File: src/rtl/alu_sequencer_pkg.sv
// Shared opcode map and state encoding for the ALU sequencer.
// The ALU opcodes are the cpu-wide constants understood by the external
// 4-bit ALU. The control opcodes are interpreted by the sequencer itself.
package alu_sequencer_pkg;

  // ALU opcodes (shared cpu opcode constants)
  localparam logic [5:0] OP_AND     = 6'h00;
  localparam logic [5:0] OP_OR      = 6'h01;
  localparam logic [5:0] OP_XOR     = 6'h02;
  localparam logic [5:0] OP_NOT_A   = 6'h03;
  localparam logic [5:0] OP_ADD_A_B = 6'h04;
  localparam logic [5:0] OP_INC_A   = 6'h05;
  localparam logic [5:0] OP_DEC_A   = 6'h06;
  localparam logic [5:0] OP_SHL_A   = 6'h07;
  localparam logic [5:0] OP_SHR_A   = 6'h08;
  localparam logic [5:0] OP_INC_B   = 6'h09;
  localparam logic [5:0] OP_DEC_B   = 6'h0A;
  localparam logic [5:0] OP_SHL_B   = 6'h0B;
  localparam logic [5:0] OP_SHR_B   = 6'h0C;

  // Control opcodes handled by the sequencer
  localparam logic [5:0] OP_LDA   = 6'h20;
  localparam logic [5:0] OP_LDB   = 6'h21;
  localparam logic [5:0] OP_MOVAB = 6'h22;
  localparam logic [5:0] OP_MOVBA = 6'h23;
  localparam logic [5:0] OP_JMP   = 6'h24;
  localparam logic [5:0] OP_JZ    = 6'h25;
  localparam logic [5:0] OP_JC    = 6'h26;
  localparam logic [5:0] OP_OUT   = 6'h27;
  localparam logic [5:0] OP_HALT  = 6'h28;
  localparam logic [5:0] OP_NOP   = 6'h29;

  // Sequencer states
  typedef enum logic [2:0] {
    S_IDLE     = 3'd0,
    S_FETCH    = 3'd1,
    S_DECODE   = 3'd2,
    S_EXEC     = 3'd3,
    S_OUT_WAIT = 3'd4,
    S_HALT     = 3'd5
  } state_t;

  // Instruction word layout
  typedef struct packed {
    logic [5:0] opcode;
    logic [3:0] imm;
  } instr_t;

  // True for opcodes whose result comes from the external ALU
  function automatic logic is_alu_op(input logic [5:0] op);
    return op inside {OP_AND, OP_OR, OP_XOR, OP_NOT_A, OP_ADD_A_B,
                      OP_INC_A, OP_DEC_A, OP_SHL_A, OP_SHR_A,
                      OP_INC_B, OP_DEC_B, OP_SHL_B, OP_SHR_B};
  endfunction

  // True for unary ALU ops that read and write B instead of A
  function automatic logic is_b_unary(input logic [5:0] op);
    return op inside {OP_INC_B, OP_DEC_B, OP_SHL_B, OP_SHR_B};
  endfunction

endpackage

File: src/rtl/alu_sequencer.sv
// Tiny accumulator-style sequencer: fetches 10-bit instructions from a
// synchronous ROM, drives an external 4-bit ALU, keeps A/B/zf/cf and
// presents OUT values on a valid/ready port.
//
// Output handshake: out_valid rises with out_data at the edge that executes
// OUT; out_valid and out_data then stay stable until an edge where both
// out_valid and out_ready are high, which is the transfer edge. out_valid
// is cleared at that edge. Reset discards a pending transfer immediately.
module alu_sequencer
  import alu_sequencer_pkg::*;
(
  input  logic       clk,
  input  logic       reset,
  input  logic       start,
  output logic [3:0] instr_addr,
  input  logic [9:0] instr_data,
  output logic [5:0] alu_opcode,
  output logic [3:0] alu_a,
  output logic [3:0] alu_b,
  input  logic [3:0] alu_r,
  input  logic       alu_zf,
  input  logic       alu_cf,
  output logic [3:0] out_data,
  output logic       out_valid,
  input  logic       out_ready,
  output logic       halted,
  output logic       zf,
  output logic       cf,
  output logic [2:0] dbg_state,
  output logic [3:0] dbg_a,
  output logic [3:0] dbg_b
);

  state_t     state, state_next;
  logic [3:0] pc, pc_next, pc_inc;
  instr_t     ir, ir_next;
  logic [3:0] a, a_next;
  logic [3:0] b, b_next;
  logic       zf_next, cf_next;
  logic [3:0] out_data_next;
  logic       out_valid_next;

  // pc wraps naturally from 15 to 0 in 4 bits
  assign pc_inc     = pc + 4'd1;
  assign instr_addr = pc;
  assign halted     = (state == S_HALT);
  assign dbg_state  = state;
  assign dbg_a      = a;
  assign dbg_b      = b;

  // Next-state and datapath decisions; everything holds unless changed
  always_comb begin
    state_next     = state;
    pc_next        = pc;
    ir_next        = ir;
    a_next         = a;
    b_next         = b;
    zf_next        = zf;
    cf_next        = cf;
    out_data_next  = out_data;
    out_valid_next = out_valid;
    alu_opcode     = 6'd0;
    alu_a          = 4'd0;
    alu_b          = 4'd0;

    case (state)
      S_IDLE: begin
        if (start) state_next = S_FETCH;
      end
      S_FETCH: begin
        // ROM samples instr_addr at this edge; data arrives in DECODE
        state_next = S_DECODE;
      end
      S_DECODE: begin
        ir_next    = instr_t'(instr_data);
        state_next = S_EXEC;
      end
      S_EXEC: begin
        alu_opcode = ir.opcode;
        alu_a      = is_b_unary(ir.opcode) ? b : a;
        alu_b      = b;
        state_next = S_FETCH;
        pc_next    = pc_inc;
        if (is_alu_op(ir.opcode)) begin
          if (is_b_unary(ir.opcode)) b_next = alu_r;
          else                       a_next = alu_r;
          zf_next = alu_zf;
          cf_next = alu_cf;
        end else begin
          case (ir.opcode)
            OP_LDA:   a_next = ir.imm;
            OP_LDB:   b_next = ir.imm;
            OP_MOVAB: b_next = a;
            OP_MOVBA: a_next = b;
            OP_JMP:   pc_next = ir.imm;
            OP_JZ:    if (zf) pc_next = ir.imm;
            OP_JC:    if (cf) pc_next = ir.imm;
            OP_OUT: begin
              out_data_next  = a;
              out_valid_next = 1'b1;
              pc_next        = pc;
              state_next     = S_OUT_WAIT;
            end
            OP_HALT: begin
              pc_next    = pc;
              state_next = S_HALT;
            end
            // NOP and undefined opcodes only advance pc
            default: ;
          endcase
        end
      end
      S_OUT_WAIT: begin
        if (out_ready) begin
          out_valid_next = 1'b0;
          pc_next        = pc_inc;
          state_next     = S_FETCH;
        end
      end
      S_HALT: ;
      default: state_next = S_IDLE;
    endcase
  end

  // Architectural and control registers, cleared asynchronously
  always_ff @(posedge clk or posedge reset) begin
    if (reset) begin
      state     <= S_IDLE;
      pc        <= 4'd0;
      ir        <= '0;
      a         <= 4'd0;
      b         <= 4'd0;
      zf        <= 1'b0;
      cf        <= 1'b0;
      out_data  <= 4'd0;
      out_valid <= 1'b0;
    end else begin
      state     <= state_next;
      pc        <= pc_next;
      ir        <= ir_next;
      a         <= a_next;
      b         <= b_next;
      zf        <= zf_next;
      cf        <= cf_next;
      out_data  <= out_data_next;
      out_valid <= out_valid_next;
    end
  end

endmodule
File: config.mk
export PLATFORM = sky130hd
export DESIGN_NAME = alu_sequencer
export DESIGN_NICKNAME = d
export VERILOG_FILES = /design/src/rtl/alu_sequencer_pkg.sv /design/src/rtl/alu_sequencer.sv
export SDC_FILE = /design/constraint.sdc
export NUM_CORES = 1
export LEC_CHECK = 0
export ABC_AREA = 1
export BUFFER_PORTS_ARGS = -buffer_cell sky130_fd_sc_hd__buf_2
export CAP_MARGIN = 20
export CORE_UTILIZATION = 40
export CTS_CLUSTER_DIAMETER = 120
export CTS_CLUSTER_SIZE = 8
export DETAILED_ROUTE_END_ITERATION = 16
export GPL_ROUTABILITY_DRIVEN = 0
export HOLD_SLACK_MARGIN = 0.05
export SLEW_MARGIN = 20
export SYNTH_ARGS = -nofsm -noshare
export SYNTH_HDL_FRONTEND = slang
export SYNTH_SLANG_ARGS = --single-unit
export TNS_END_PERCENT = 5
File: constraint.sdc
create_clock -name clk -period 2.92 [get_ports clk]
set_input_delay 0.438 -clock clk [delete_from_list [all_inputs] [get_ports clk]]
set_output_delay 0.438 -clock clk [all_outputs]
set_load 0.01 [all_outputs]
### Word level (Yosys, flattened, before mapping)

Cells that the tools add are included.

| cells by class | value |
|---|---|
| $add $sub $neg | 1 |
| muxes and demuxes | 25 |
| $mul | 0 |
| shifts and indexed selects | 0 |
| bitwise operators | 2 |
| $lt $le $gt $ge | 0 |
| div/mod/pow operators | 0 |
| reductions and logical operators | 15 |
| eq/ne operators | 33 |

Operators by type and width:

| operator | count |
|---|---|
| == test 6 bit (second input constant) | 9 |
| two-way mux 4 bit | 11 |
| == test 6 x 4 -> 1 bit (second input constant) | 5 |
| == test 6 x 3 -> 1 bit (second input constant) | 4 |
| case mux 4 bit (2 select lines) | 3 |
| case mux 3 bit (6 select lines) | 1 |
| case mux 4 bit (4 select lines) | 1 |
| AND reduction 3 bit | 5 |
| nonzero test 13 bit | 1 |
| == test 6 x 2 -> 1 bit (second input constant) | 2 |
| two-way mux 3 bit | 3 |
| inequality test 2 bit (second input constant) | 4 |
| == test 3 x 2 -> 1 bit (second input constant) | 2 |
| == test 3 bit (second input constant) | 2 |
| == test 6 x 1 -> 1 bit (second input constant) | 1 |
| zero test 6 bit | 1 |
| two-way mux 6 bit | 1 |
| case mux 3 bit (2 select lines) | 1 |
| nonzero test 3 bit | 2 |
| adder 4 x 1 -> 4 bit (second input constant) | 1 |
| inequality test 2 x 1 -> 1 bit (second input constant) | 2 |
| AND reduction 4 bit | 1 |
| nonzero test 4 bit | 1 |
| == test 3 x 1 -> 1 bit (second input constant) | 1 |
| other kinds (8) | 11 |

| storage, ports and cells | value |
|---|---|
| memory bits (writable) | 0 |
| ROM bits | 0 |
| register bits after elaboration | 32 |
| output and inout bits | 37 |
| latch bits | 0 |
| memories | 0 |

### Logic depth before layout (Yosys ltp)

| logic depth | value |
|---|---|
| depth after elaboration | 5 |
| mapped depth | 10 |
| depth with buffers taken out | 10 |

### Worst setup path after synthesis

Ideal clock, no wire load.

| path | value |
|---|---|
| kind | flip-flop to output port |
| start point | reg state[2] (netlist: dbg_state[2]) |
| end point | out alu_b[0] |
| path slack | 1264 ps |
| cell stages (with the launch flop) | 5 |
| required time | 2482 ps |
| arrival time | 1218 ps |
| path buffers | 1 |
| path through | dfrtp_1 -> nor3_4 -> inv_2 -> buf_6 -> nor2_1 |

| on the way | value |
|---|---|
| cells in the longest elaborated chain, start to end | 2 |

Ends and longest elaborated chain:

| item | line | RTL |
|---|---|---|
| start: declaration | alu_sequencer.sv:34 | `state_t state, state_next;` |
| start signal: assignment | alu_sequencer.sv:138 | `state <= state_next;` |
| == test 3 x 2 -> 1 bit | alu_sequencer.sv:66 | `case (state)` |
| two-way mux 4 bit | alu_sequencer.sv:66 |  |
| end: declaration | alu_sequencer.sv:19 | `output logic [3:0] alu_b,` |

No other way between the ends.

### Worst setup path in the final report

| path | value |
|---|---|
| start point | reg state[2] (netlist: dbg_state[2]) |
| end point | out alu_opcode[3] |

| on the way | value |
|---|---|
| cells in the longest elaborated chain, start to end | 2 |

Ends and longest elaborated chain:

| item | line | RTL |
|---|---|---|
| == test 3 x 2 -> 1 bit | alu_sequencer.sv:66 |  |
| two-way mux 6 bit | alu_sequencer.sv:66 |  |
| end: declaration | alu_sequencer.sv:17 | `output logic [5:0] alu_opcode,` |

No other way between the ends.

==> metrics <==
Slowest cell on crit path dfrtp_1; Switching Share 0.2627; Clk Latency, worst-skew pair 0.29 ns; DIE HEIGHT 72.99 microns; crit path from dbg_state[2]; filler instances roughly 530; Final Net Count around 380; I/O Buffers 56; total placed instance area 2367 sq um; WP buf/inv 2; Iteration-0 DRC Markers 122; required time of the critical path 2.48 ns; crit share post-route 0.7264; ant diodes 0; RSZ-0062 raised after global routing no; Row Count 25; Flop pwr share 0.506; critical path class register to output pin; total gr overflow 0; finished layout cell area 2460 sq um; CTS tree done; Synth area leader dfrtp_1; initial antenna violation count 0; R2R Path Start dbg_state[2]; status complete, no violations; Area Growth Syn to Fin 22.04%; Post-route DRC 0; commonest non-fill, non-tap cell in the layout nand2_1; Final Hold Fails 0; post-CTS resize count 0; sequential share of the synthesized area 0.3973; hold slack 0.2190 ns; crit path cell chain nor3_4 > inv_2 > nor2_1 > buf_2; Clock Sinks 32; GR Util All Layers 0.2071; ANT nets after route 0; Post-Synthesis Cells between 200 and 300; vias in the first global route 1851; vias 2028; Vias/cell 4.761; Post-Layout Cell Count 426; Num CTS Buffers 5; Reg clk slew, reported paths 0.06 ns; endpoint class of the critical path output pin; P per Cell Area 370.0 nW/um^2; Routed WL 4.921 mm; crit path DAT ~1.7 ns; register bit total from synthesis 32; Util after Layout 0.5140; max cap viols 0; Final Slew Violations 0; Root Driver clkbuf_8; Distinct cells, synth 28; layout cells sized above 1 0.2312; Setup Slack @ Placement 1.086 ns; dpl cells 418; top-area cell type share of the netlist area 0.3973; FF-to-FF setup slack 1.13 ns; first drt pass iteration count 4; post-DP HPWL 3.758 mm; syn_nets 318; Tightest Pin Transition 0.8568 ns; peak supply drop 0.2616 mV; Post-CTS Hold Buffers 0; relative slew slack 0.4272; HP Class primary input to asynchronous set/reset pin; Die X 72.99 microns; mapped cell area 2016 sq um; setup TNS 0 ns; Avg Synthesized Cell Area about 6.8 sq um; core area 4786 sq um; internal power 671.0 uW; Worst setup SP type register; Synth area leaders dfrtp_1, nand2_1, nor2_1, inv_1, nand3_1; setup slack after layout between 0.7 and 0.8 ns; Synth warnings 0; crit path max fanout 12; CP max stage delay about 0.46 ns; Clk network pwr share 0.393; kind of cell adding the most delay to the critical path simple AND/OR/NAND/NOR gates; leak pwr 1.361 nW; Starting Density 0.4212; Fmax achieved between 400 and 500 MHz; clk_skew 0.01187 ns; pin count of the biggest net entering global routing 33; I/O Pins 57; H-Tree Level Count 2; commonest cells after routing, fill and taps aside nand2_1, buf_2, nor2_1; total power 910.1 uW; WL/cell 11.55 microns; Setup Viol. Count Final 0; min cycle time layout 2.121 ns; Die ar. approximately 5300 sq um; Comb pwr share 0.101; first-pass GRT wire length between 8 and 9 mm; Bufs on Longest Clock Path 2; post-CTS setup buffers 0; Net Sw Power 239.1 uW
## power groups by stage
stage	clock [mW]	combinational, mW	sequential, mW
floorplan	0	0.0601	0.469
finish	0.358	0.0915	0.461
global route	0.388	0.105	0.462
global placement	0	0.0918	0.469
detailed placement	0	0.0920	0.469
CTS	0.369	0.0921	0.460
## path summary, 6_finish.rpt
| kind | end | cells after the start |
|---|---|---|
| max | alu_opcode[3] | 4 |
| min | dbg_b[2] | 3 |
| max reg2reg | ir[3] | 4 |
| min reg2reg | out_data[3] | 2 |
| max in group asynchronous | ir[7] | 3 |
| min in group clk | zf | 3 |
## tightest hold or removal path, delay by kind of cell
family,cells,cell delay [ns]
buffers and inverters,3,0.49
## per-layer routing
layer	vias up	track usage	routed length, microns
met3	5	0.04696	283
met4	0	0.07625	68
met2	56	0.3004	2116
li1	1055	-	-
met5	-	0	0
met1	912	0.2993	2454
## final cells by class
class                      count  area [sq um]  share of cell area
clock inverter                 2         10.01            0.004069
multi-input combinational    221          1041              0.4232
sequential                    32         800.8              0.3255
inverter                      41         153.9             0.06256
tap                           67         83.83             0.03408
timing repair buffer          57         287.8              0.1170
clock buffer                   6         82.58             0.03357
## Yosys cell counts (all sizes together)
master,count
inv,41
nand2b,1
nor3,5
o21ai,22
nand3,27
nand2,94
xnor2,1
a21oi,20
and2,1
o22ai,1
clkbuf,1
buf,2
dfrtp,32
a31oi,1
nor2,47
ha,1
## logic make-up (layout without fill, tap and decap cells)
kind of cell             after synthesis  after routing  synth area share
AO/OA/AOI/OAI                         44             44            0.1273
AND/OR/NAND/NOR                      175            175            0.3787
buffers and inverters                 44            106           0.08628
adder cells (fa/ha/maj)                1              1          0.006206
flip-flops                            32             32            0.3973
XOR/XNOR                               1              1          0.004346
## state kept, by name (all words and copies together) (netlist names)
register,count
cf,1
dbg_a,4
dbg_b,4
dbg_state,3
instr_addr,4
ir,10
out_data,4
out_valid,1
zf,1
No activity file was read; power rests on OpenSTA's default activity.
